==> src/rtl/bcd_counter_n_pkg.sv <==
// Shared BCD digit constants and the digit-valid check used by the load path.
package bcd_counter_n_pkg;

    localparam int         DIGIT_W = 4;
    localparam logic [3:0] BCD_MAX = 4'd9;
    localparam logic [3:0] BCD_MIN = 4'd0;

    function automatic logic digit_valid(input logic [DIGIT_W-1:0] d);
        return d <= BCD_MAX;
    endfunction

endpackage

==> src/rtl/bcd_digit.sv <==
// One BCD decade: load, increment or decrement with 9<->0 roll, plus ripple flags.
module bcd_digit
    import bcd_counter_n_pkg::*;
(
    input  logic               clk,
    input  logic               rst_asyn,
    input  logic               inc,
    input  logic               dec,
    input  logic               load,
    input  logic [DIGIT_W-1:0] load_val,
    output logic [DIGIT_W-1:0] value,
    output logic               at_max,
    output logic               at_min
);

    assign at_max = (value == BCD_MAX);
    assign at_min = (value == BCD_MIN);

    always_ff @(posedge clk) begin
        if (rst_asyn) begin
            value <= BCD_MIN;
        end else if (load) begin
            value <= load_val;
        end else if (inc) begin
            value <= at_max ? BCD_MIN : value + 4'd1;
        end else if (dec) begin
            value <= at_min ? BCD_MAX : value - 4'd1;
        end
    end

endmodule

==> src/rtl/bcd_counter_n.sv <==
// Multi-decade BCD up/down counter with validated load, carry/borrow pulse and
// selectable wrap or saturate behaviour at the terminal value.
module bcd_counter_n
    import bcd_counter_n_pkg::*;
#(
    parameter int DIGITS = 4,
    parameter bit WRAP   = 1'b1
) (
    input  logic                    clk,
    input  logic                    rst_asyn,
    input  logic                    en,
    input  logic                    up,
    input  logic                    load,
    input  logic [DIGIT_W*DIGITS-1:0] load_val,
    output logic [DIGIT_W*DIGITS-1:0] Q_out,
    output logic                    co,
    output logic                    tc,
    output logic                    load_err
);

    logic [DIGITS-1:0] at_max;
    logic [DIGITS-1:0] at_min;
    logic [DIGITS-1:0] inc;
    logic [DIGITS-1:0] dec;
    logic [DIGITS:0]   max_chain;
    logic [DIGITS:0]   min_chain;

    logic load_ok;
    logic do_load;
    logic load_bad;
    logic step;
    logic at_term;
    logic blocked;
    logic count_up;
    logic count_dn;
    logic co_next;

    // All lower decades at 9 (or 0) enables decade i; index DIGITS is the whole count.
    always_comb begin
        max_chain[0] = 1'b1;
        min_chain[0] = 1'b1;
        for (int i = 0; i < DIGITS; i++) begin
            max_chain[i+1] = max_chain[i] & at_max[i];
            min_chain[i+1] = min_chain[i] & at_min[i];
        end
    end

    always_comb begin
        load_ok = 1'b1;
        for (int i = 0; i < DIGITS; i++) begin
            load_ok = load_ok & digit_valid(load_val[DIGIT_W*i +: DIGIT_W]);
        end
    end

    // A rejected load still consumes the cycle, so en is ignored whenever load is high.
    assign do_load  = load & load_ok;
    assign load_bad = load & ~load_ok;
    assign step     = en & ~load;

    assign at_term  = up ? max_chain[DIGITS] : min_chain[DIGITS];
    assign blocked  = ~WRAP & at_term;
    assign count_up = step & up & ~blocked;
    assign count_dn = step & ~up & ~blocked;
    assign co_next  = (count_up | count_dn) & at_term;

    assign inc = {DIGITS{count_up}} & max_chain[DIGITS-1:0];
    assign dec = {DIGITS{count_dn}} & min_chain[DIGITS-1:0];

    assign tc = at_term;

    for (genvar g = 0; g < DIGITS; g++) begin : g_digit
        bcd_digit u_digit (
            .clk      (clk),
            .rst_asyn (rst_asyn),
            .inc      (inc[g]),
            .dec      (dec[g]),
            .load     (do_load),
            .load_val (load_val[DIGIT_W*g +: DIGIT_W]),
            .value    (Q_out[DIGIT_W*g +: DIGIT_W]),
            .at_max   (at_max[g]),
            .at_min   (at_min[g])
        );
    end

    always_ff @(posedge clk) begin
        if (rst_asyn) begin
            co       <= 1'b0;
            load_err <= 1'b0;
        end else begin
            co       <= co_next;
            load_err <= load_bad;
        end
    end

endmodule

==> config.mk <==
export PLATFORM = sky130hd
export DESIGN_NAME = bcd_counter_n
export DESIGN_NICKNAME = d
export VERILOG_FILES = /design/src/rtl/bcd_counter_n_pkg.sv /design/src/rtl/bcd_digit.sv /design/src/rtl/bcd_counter_n.sv
export SDC_FILE = /design/constraint.sdc
export NUM_CORES = 1
export LEC_CHECK = 0
export CAP_MARGIN = 10
export CORE_ASPECT_RATIO = 1.4
export CORE_MARGIN = 4
export CORE_UTILIZATION = 45
export DETAILED_ROUTE_END_ITERATION = 10
export HOLD_SLACK_MARGIN = 0.15
export PLACE_DENSITY = 0.74
export SLEW_MARGIN = 20
export SYNTH_ARGS = -nofsm -noshare
export SYNTH_HDL_FRONTEND = slang
export SYNTH_SLANG_ARGS = --single-unit
==> constraint.sdc <==
create_clock -name clk -period 2.3 [get_ports clk]
set_input_delay 0.23 -clock clk [delete_from_list [all_inputs] [get_ports clk]]
set_output_delay 0.23 -clock clk [all_outputs]
set_load 0.02 [all_outputs]
==> impl_metrics.json, run 1 <==
{
  "status": "complete, no violations",
  "pwr-share-seq": 0.341,
  "clk_latency_ps": 260,
  "htree_num_levels": 1,
  "fin_crit_sh": 0.899,
  "yosys_register_bits": 18,
  "leakage_nw": 0.840,
  "synth_cells": 213,
  "dr.pass1.iters": 4,
  "clockBufferDepth": 2,
  "multiInputGateArea_mm2": 0.00112,
  "ir_drop_mv": 0.263,
  "via_count": 1824,
  "grt_antenna_before_repair": 0,
  "cts_tree": "done",
  "tightest_slew_ps": 618,
  "pwr-share-clk": 0.256,
  "die_width_um": 59.3,
  "drv_cap": 0,
  "avgSynthCellArea_um2": 7.78,
  "busiest_layer": "met2",
  "wl_per_cell_um": 15.5,
  "fin_total_pwr_mw": 1.08,
  "track_usage": 0.212,
  "hold_class": "input pin to flip-flop",
  "p_sw_frac": 0.341,
  "boundaryPins": 40,
  "diodes": 0,
  "setup_viol": 0,
  "slew_headroom": 0.584,
  "post_cts_buffers": 0,
  "syn-cell-area_mm2": 0.00166,
  "async_flop_share": 0,
  "yosys_warnings": 0,
  "yosysSeqAreaShare": 0.217,
  "grt.overflow.total": 0,
  "worst-path-max-fanout": 12,
  "grt_use_met3": 0.0178,
  "finalNetCount": 285,
  "post-dp-hpwl_um": 3560,
  "endpoint_kind": "flip-flop",
  "grt_util_met1": 0.235,
  "drive_gt1_frac": 0.198,
  "switching_power_uw": 367,
  "grt_max_degree": 19,
  "drc": 0,
  "seqCellArea_um2": 360,
  "cp-start-kind": "flip-flop",
  "use_met2": 0.405,
  "root_buffer": "clkbuf_8",
  "power_frac_comb": 0.403,
  "numCtsBuffers": 3,
  "power.internal_uw": 710,
  "drt_iter0_drc": 75,
  "min_period_ps": 2070,
  "syn_nets": 234,
  "initial_core_util": 0.477,
  "crit_arrival_ps": 2240,
  "core_area_mm2": 0.00347,
  "ant_nets": 0,
  "synth-edff-count": 0,
  "rows": 25,
  "rsz0062_at_grt": "false",
  "cts.sinks": 18,
  "port_buffers": 39,
  "die_y_um": 79.8,
  "fin_worst_skew_ps": 4.87,
  "path_clk_slew_ps": 70,
  "finalWeightedCongestion": 0.869,
  "power_density_mw_per_mm2": 485,
  "synthFlopType": "dfxtp_1",
  "grt_first_pass_wirelength_um": 7890,
  "drv_slew": 0,
  "viasPerCell": 6.02,
  "routed_wl_um": 4710,
  "grt_pass1_vias": 1740,
  "fillers": 318,
  "die_area_mm2": 0.00473,
  "timing.hold.ws_ps": 544,
  "fmax_ghz": 0.484,
  "worstSetupPathType": "flip-flop to flip-flop",
  "required_ps": 2470,
  "hold_violations": 0,
  "area_delta_synth_final_pct": 34.0,
  "synth.distinct_cells": 65
}
[sequential cells by signal (all words and copies together) (netlist names)]
| signal | flops |
|---|---|
| g_digit.u_digit.value | 16 |
| load_err | 1 |
| co | 1 |
[final timing paths]
kind / from / end / slack (ps) / cells past startpoint
worst min-delay path: load_val[12] / g_digit[3].u_digit.value[0]$_SDFFE_PP0P_ / 540 / 3
worst max-delay path: g_digit[0].u_digit.value[1]$_SDFFE_PP0P_ / g_digit[2].u_digit.value[1]$_SDFFE_PP0P_ / 230 / 6
worst min register to register: g_digit[0].u_digit.value[3]$_SDFFE_PP0P_ / g_digit[0].u_digit.value[3]$_SDFFE_PP0P_ / 610 / 2
worst max register to register: g_digit[0].u_digit.value[1]$_SDFFE_PP0P_ / g_digit[2].u_digit.value[1]$_SDFFE_PP0P_ / 230 / 6
[synth_stat cells (3+ instances only)]
cell,count,area share
xnor2_1,5,0.026
dfxtp_1,18,0.22
nand2b_1,4,0.015
nand3_1,9,0.027
nor2_1,19,0.043
nand4_1,6,0.023
clkbuf_1,11,0.025
a311oi_1,6,0.032
a21oi_1,12,0.036
mux2_2,5,0.034
inv_1,5,0.011
o21ai_0,10,0.030
nor3_1,11,0.033
nand3b_1,4,0.018
nand2_1,14,0.032
a211oi_1,4,0.018
buf_6,8,0.054
a21o_1,3,0.014
[power by group through the flow]
stage	Sequential (mW)	Clock, mW	Combinational (mW)
2_1_floorplan	0.392	0	0.247
3_3_place_gp	0.374	0	0.427
3_5_place_dp	0.375	0	0.432
4_1_cts	0.368	0.280	0.435
5_1_grt	0.374	0.297	0.473
6_report	0.368	0.275	0.434
[cell type report]
cell class | instances | area share
Multi-Input combinational cell | 167 | 0.506
Timing Repair Buffer | 69 | 0.276
Sequential cell | 18 | 0.162
Clock buffer | 4 | 0.0248
Tap cell | 40 | 0.0225
Inverter | 5 | 0.00845
[timing repair]
action | CTS | global route
hold buffers | 0 | 0
resized for setup | 2 | 0
setup endpoints to repair | 1 | 0
[layout by cell type (no fill, tap or decap), drive strengths merged, types with 3 or more instances in the layout]
master         Yosys  routed
nand2b             4       4
buf               11      30
nand4              6       6
nor3              11      11
inv                5       5
dfxtp             18      18
a21o               3       3
a21oi             12      12
nand3b             4       4
a211oi             4       4
clkdlybuf4s50      0      38
a311oi             6       6
nor4               3       3
or4                3       3
mux2               5       5
and4               3       3
nand3              9       9
o21ai             10      10
nor2              20      20
nand2             14      14
clkbuf            12       4
xnor2              5       5
[layer usage]
layer  routed length [µm]  share of wire
met2                 2610           0.55
met5                    0              0
met3                  167          0.035
met4                   66          0.014
met1                 1870           0.40
[worst max-delay path, cell delays in order, from the launching register on]
cell and delay, ps:
dfxtp_1 330, buf_4 180, and3b_1 330, and4_4 330
a31oi_2 50, or4_1 500, a311oi_1 260
[per-stage QoR]
stage	setup WS (ps)	setup TNS (ps)	area (µm²)	utilization	std cells
finish	233	0	2220	0.640	303
global route	84.4	0	2220	0.640	303
CTS	225	0	2220	0.640	303
detailed placement	-36.4	-63.1	2160	0.623	299
global placement	-30.8	-30.8	2160	0.623	299
floorplan	270	0	1660	-	213
[cell families after synthesis]
family	after synthesis	synth area share
compound gates	61	0.268
xor+xnor	6	0.0317
buf+inv	28	0.109
flops	18	0.217
mux	6	0.0400
simple gates	94	0.334
No activity file was read; power rests on OpenSTA's default activity.
==> inputs of run 2 (changes only) <==
- CORE_MARGIN: 4 -> 3
==> run 2 against run 1 <==
Die area decreased by 5.8%. Via count increased by 2.1%. Sequential power about the same. Cell count increased by 0.33%. Count of clock-buffer cells in the layout decreased by 1. Combinational power increased by 1%. Clock skew decreased by 1.5 ps. Clock power decreased by 19%. Sequential cell count unchanged. Cell area about the same. Critical path type is now flip-flop to output port. Largest cell class unchanged. Largest power group unchanged.
==> impl_metrics.json, run 2 (synthesized netlist as in run 1, its figures left out) <==
{
  "mostFrequentLayoutCell": "clkdlybuf4s50_1",
  "cts.sinks": 18,
  "die_width_um": 57.3,
  "slowest_stage": "nor4_2",
  "grt_first_pass_wirelength_um": 7800,
  "clk_latency_ps": 250,
  "place_area_mm2": 0.00218,
  "grt_pass1_vias": 1740,
  "grt.overflow.total": 0,
  "postLayoutCellArea_mm2": 0.00222,
  "worstSetupPathType": "flip-flop to output port",
  "r2r_slack_ps": 260,
  "via_count": 1863,
  "core_area_mm2": 0.00347,
  "initial_core_util": 0.477,
  "crit_chain": "nor4_2 -> nand2_1 -> nor3_1 -> a21oi_1 -> nor3_1 -> dlygate4sd2_1",
  "slew_headroom": 0.605,
  "cp-start-kind": "flip-flop",
  "drt_iter0_drc": 95,
  "post-dp-hpwl_um": 3620,
  "tightest_slew_ps": 586,
  "setup_viol": 0,
  "grt_util_met1": 0.255,
  "numCtsBuffers": 3,
  "crit_buf_inv": 1,
  "fmax_ghz": 0.489,
  "fin_ws_ps": 256,
  "hold_start": "load_val[12]",
  "hold_violations": 0,
  "ant_nets": 0,
  "viasPerCell": 6.13,
  "slowest_delay_ps": 380,
  "clockBufferDepth": 2,
  "cpMostUsedCell": "nor3_1",
  "cp_top_family": "simple AND/OR/NAND/NOR gates",
  "grt_use_met3": 0.0266,
  "leakage_nw": 0.845,
  "boundaryPins": 40,
  "fin_crit_sh": 0.889,
  "layout_common_cells": "clkdlybuf4s50_1, buf_4, nor2_1",
  "required_ps": 2070,
  "grt_max_degree": 15,
  "routed_wl_um": 4730,
  "top_register": "g_digit.u_digit.value",
  "power_density_mw_per_mm2": 464,
  "busiest_layer": "met2",
  "grt_antenna_before_repair": 0,
  "diodes": 0,
  "drc": 0,
  "ir_drop_mv": 0.249,
  "dr.pass1.iters": 4,
  "crit_arrival_ps": 1810,
  "min_period_ps": 2040,
  "place_ws_ps": -23.8,
  "wl_per_cell_um": 15.6,
  "area_delta_synth_final_pct": 34.1,
  "r2r-end": "g_digit[1].u_digit.value[1]$_SDFFE_PP0P_",
  "r2r_start": "g_digit[0].u_digit.value[0]$_SDFFE_PP0P_",
  "rsz0062_at_grt": "false",
  "worst-path-max-fanout": 6,
  "die_y_um": 77.8,
  "worstRegToRegCells": 5,
  "crit_end": "tc",
  "fin_worst_skew_ps": 3.41,
  "rows": 25,
  "hold_class": "input pin to flip-flop",
  "status": "complete, no violations",
  "post-route-util": 0.640,
  "finalNetCount": 287,
  "port_buffers": 39,
  "track_usage": 0.216,
  "largest_reg_flops": 16,
  "htree_num_levels": 1,
  "root_buffer": "clkbuf_8",
  "fin_total_pwr_mw": 1.03,
  "path_clk_slew_ps": 70,
  "crit_cells": 6,
  "cts_tree": "done",
  "die_area_mm2": 0.00446,
  "drive_gt1_frac": 0.201,
  "drv_slew": 0,
  "top_regs": "g_digit.u_digit.value: 16 flops, co: 1 flops, load_err: 1 flops",
  "endpoint_kind": "output port",
  "cp-startpoint": "g_digit[1].u_digit.value[1]$_SDFFE_PP0P_",
  "drv_cap": 0,
  "timing.hold.ws_ps": 537,
  "finalWeightedCongestion": 0.831,
  "use_met2": 0.382
}
## run 2: worst min-delay path, stage by stage
cell and delay (ps):
clkdlybuf4s50_1 410, nand2_1 60, a21oi_1 50
## run 2: worst min path at each step
stage,to,depth (start not counted)
finish,g_digit[3].u_digit.value[0]$_SDFFE_PP0P_,3
global placement,g_digit[1].u_digit.value[3]$_SDFFE_PP0P_,2
CTS,g_digit[3].u_digit.value[0]$_SDFFE_PP0P_,3
floorplan,g_digit[3].u_digit.value[1]$_SDFFE_PP0P_,2
detailed placement,g_digit[0].u_digit.value[2]$_SDFFE_PP0P_,3
global route,g_digit[3].u_digit.value[0]$_SDFFE_PP0P_,3
## run 2: what timing repair did
item	4_1_cts	5_1_grt
resized for setup	2	0
buffers inserted	0	0
hold endpoints to repair	0	0
endpoints found under the setup margin	1	0
hold buffers	0	0
## run 2: through the flow
stage          setup TNS, ps  cells
2_1_floorplan              0    213
3_3_place_gp           -23.0    301
3_5_place_dp           -23.8    301
4_1_cts                    0    304
5_1_grt                    0    304
6_report                   0    304
## run 2: area by class of cell
type,instances,area [µm²]
sequential,18,360
multi-input combinational,167,1120
tap,40,50.0
fill,319,1250
inverter,5,18.8
clock buffer,3,41.3
timing repair buffer,71,629
## run 2: where the power goes
group,internal [mW],total (mW),switching (mW)
logic,0.224,0.439,0.215
clock network,0.116,0.224,0.108
registers,0.336,0.369,0.0325
## run 2: layer usage
layer	vias up	wire length, µm
li1	918	-
met3	12	244
met1	877	1930
met4	0	111
met5	-	0
met2	56	2450
==> RTL change (flow settings as in run 1) <==
Add an input register stage for `load_val`; this delays it by one clock. The other inputs are not delayed to match.
--- a/src/rtl/bcd_counter_n.sv
+++ b/src/rtl/bcd_counter_n.sv
@@ -19,2 +19,8 @@
 );
+
+    logic [DIGIT_W*DIGITS-1:0] load_val_q;
+
+    always_ff @(posedge clk) begin
+        load_val_q <= load_val;
+    end
 
@@ -50,3 +56,3 @@
         for (int i = 0; i < DIGITS; i++) begin
-            load_ok = load_ok & digit_valid(load_val[DIGIT_W*i +: DIGIT_W]);
+            load_ok = load_ok & digit_valid(load_val_q[DIGIT_W*i +: DIGIT_W]);
         end
@@ -77,3 +83,3 @@
             .load     (do_load),
-            .load_val (load_val[DIGIT_W*g +: DIGIT_W]),
+            .load_val (load_val_q[DIGIT_W*g +: DIGIT_W]),
             .value    (Q_out[DIGIT_W*g +: DIGIT_W]),
Formal check against the unedited RTL: not equivalent (Yosys sat finds a counterexample within 4 cycles, from zero or initial values and one cycle with rst_asyn high).
==> RTL change against run 1 <==
Sequential cell count rose by 16; area after synthesis is 22% higher; critical path type is now reg2out; largest power group is now sequential cells; register-to-register slack improved by 0.16 ns; total power rose by 52%; synthesized cell count grew 12%; wire length increased by 16%; worst setup slack got worse by 0.024 ns; highest routed layer unchanged; first-iteration DRC count grew 120%; final area increased by 20%; sequential power rose by 81%.
==> RTL change: results (changes against run 1) <==
metric;value;unit;change
largest net degree at the start of global routing;15;;-4
1st-iter DRT viols;164;;+120%
worst clock skew;0.00636;ns;+0.00149 ns
Place WS;0.0807;ns;+0.117 ns
Hold Path Cell Cnt;1;;-2
Nets;312;;+9.5%
biggest regs;g_digit.u_digit.value (16), load_val_q (16);;
Peak VDD IR;503;uV;+91%
Final HPWL DP;4320;um;+22%
Fill cells;384;;+21%
reg2reg setup slack;0.39;ns;+0.16 ns
Synth Net Count;260;;+11%
first-pass GRT wire length;9010;um;+14%
FF-to-FF Start;g_digit[0].u_digit.value[2]$_SDFFE_PP0P_;;
Netlist cell types;60;;-7.7%
critical path fanouts, max;2;;-10
placed cell area;2560;um^2;+18%
FMAX;0.478;GHz;-1.1%
post-synthesis sequential area ratio;33.7;%;+12 points
via count;1999;;+9.6%
Slew HR;64.5;%;+6.1 points
clock latency on the worst-skew pair;0.28;ns;+0.02 ns
top cells by area, synth;dfxtp_1, nor2_1, o21ai_0;;
Synth top cells by count;dfxtp_1, nor2_1, nand2_1;;
R2R Path End;g_digit[2].u_digit.value[2]$_SDFFE_PP0P_;;
GRT Total Usage;20.5;%;-0.67 points
Port Buffers;39;;unchanged
Hold Startpoint;load_val[11];;
GPL Wtd Cong;0.874;;+0.56%
worst hold endpoint;load_val_q[11]$_DFF_P_;;
leakage;0.000982;uW;+17%
H-tree Lvls;2;;+1
layout cells sized above 1;17.5;%;-2.2 points
clk root buf;clkbuf_8;;
status;finished clean;;
CTS Buf Count;5;;+2
final WL;5450;um;+16%
Main synth FF type;dfxtp_1;;
==> RTL change: area by class of cell <==
cell class,instances,area (um^2),area share [%]
Clock inverter,1,30.0,1.12
Timing Repair Buffer,65,584,21.9
Multi-Input combinational cell,176,1180,44.3
Sequential cell,34,682,25.5
Inverter,9,33.8,1.27
Clock buffer,6,82.6,3.09
Tap cell,60,75.1,2.81
==> RTL change: worst max-delay path, stage by stage (launching register included) <==
cell and delay, ns:
dfxtp_1 0.32, or4_1 0.51, nor3_1 0.20, a31oi_1 0.08, nor3_1 0.13, dlygate4sd2_1 0.35
==> RTL change: logic make-up after synthesis <==
group	synth area share (%)
DFF	33.7
and+or+nand+nor	31.6
buffers and inverters	7.86
AOI/OAI and AO/OA	23.5
xor gates and xnor gates	3.47
==> RTL change: repair_timing <==
item                       in CTS  in global routing
buffers inserted                0                  0
gates resized for setup         2                  0
setup endpoints to repair       1                  0
==> RTL change: how the worst max path moves through the flow <==
stage,depth (start not counted),startpoint,end
after CTS,5,g_digit[3].u_digit.value[3]$_SDFFE_PP0P_,tc
after global placement,7,up,tc
after floorplan,5,g_digit[3].u_digit.value[0]$_SDFFE_PP0P_,tc
after detailed placement,7,up,g_digit[3].u_digit.value[2]$_SDFFE_PP0P_
final,5,g_digit[3].u_digit.value[3]$_SDFFE_PP0P_,tc
after global routing,5,g_digit[3].u_digit.value[3]$_SDFFE_PP0P_,tc
==> RTL change: report_power, final <==
| group | internal [uW] | total [uW] | leakage [uW] | switching [uW] |
|---|---|---|---|---|
| logic | 206 | 428 | 0.000642 | 222 |
| registers | 627 | 665 | 0.000282 | 37.8 |
| clock network | 346 | 544 | 0.0000573 | 198 |
==> RTL change: stage by stage <==
step           hold slack, ns  cells
6_report                0.390    351
4_1_cts                 0.387    351
2_1_floorplan           0.258    239
5_1_grt                 0.385    351
3_3_place_gp            0.457    344
3_5_place_dp            0.456    344
==> RTL change: per-layer routing <==
metal / part of all wire [%] / vias to the layer above / GRT usage [%]
li1: - / 988 / -
met5: 0 / - / 0
met4: 4.9 / 0 / 12.5
met2: 52 / 73 / 36.9
met1: 38 / 914 / 21.9
met3: 5.1 / 24 / 3.88
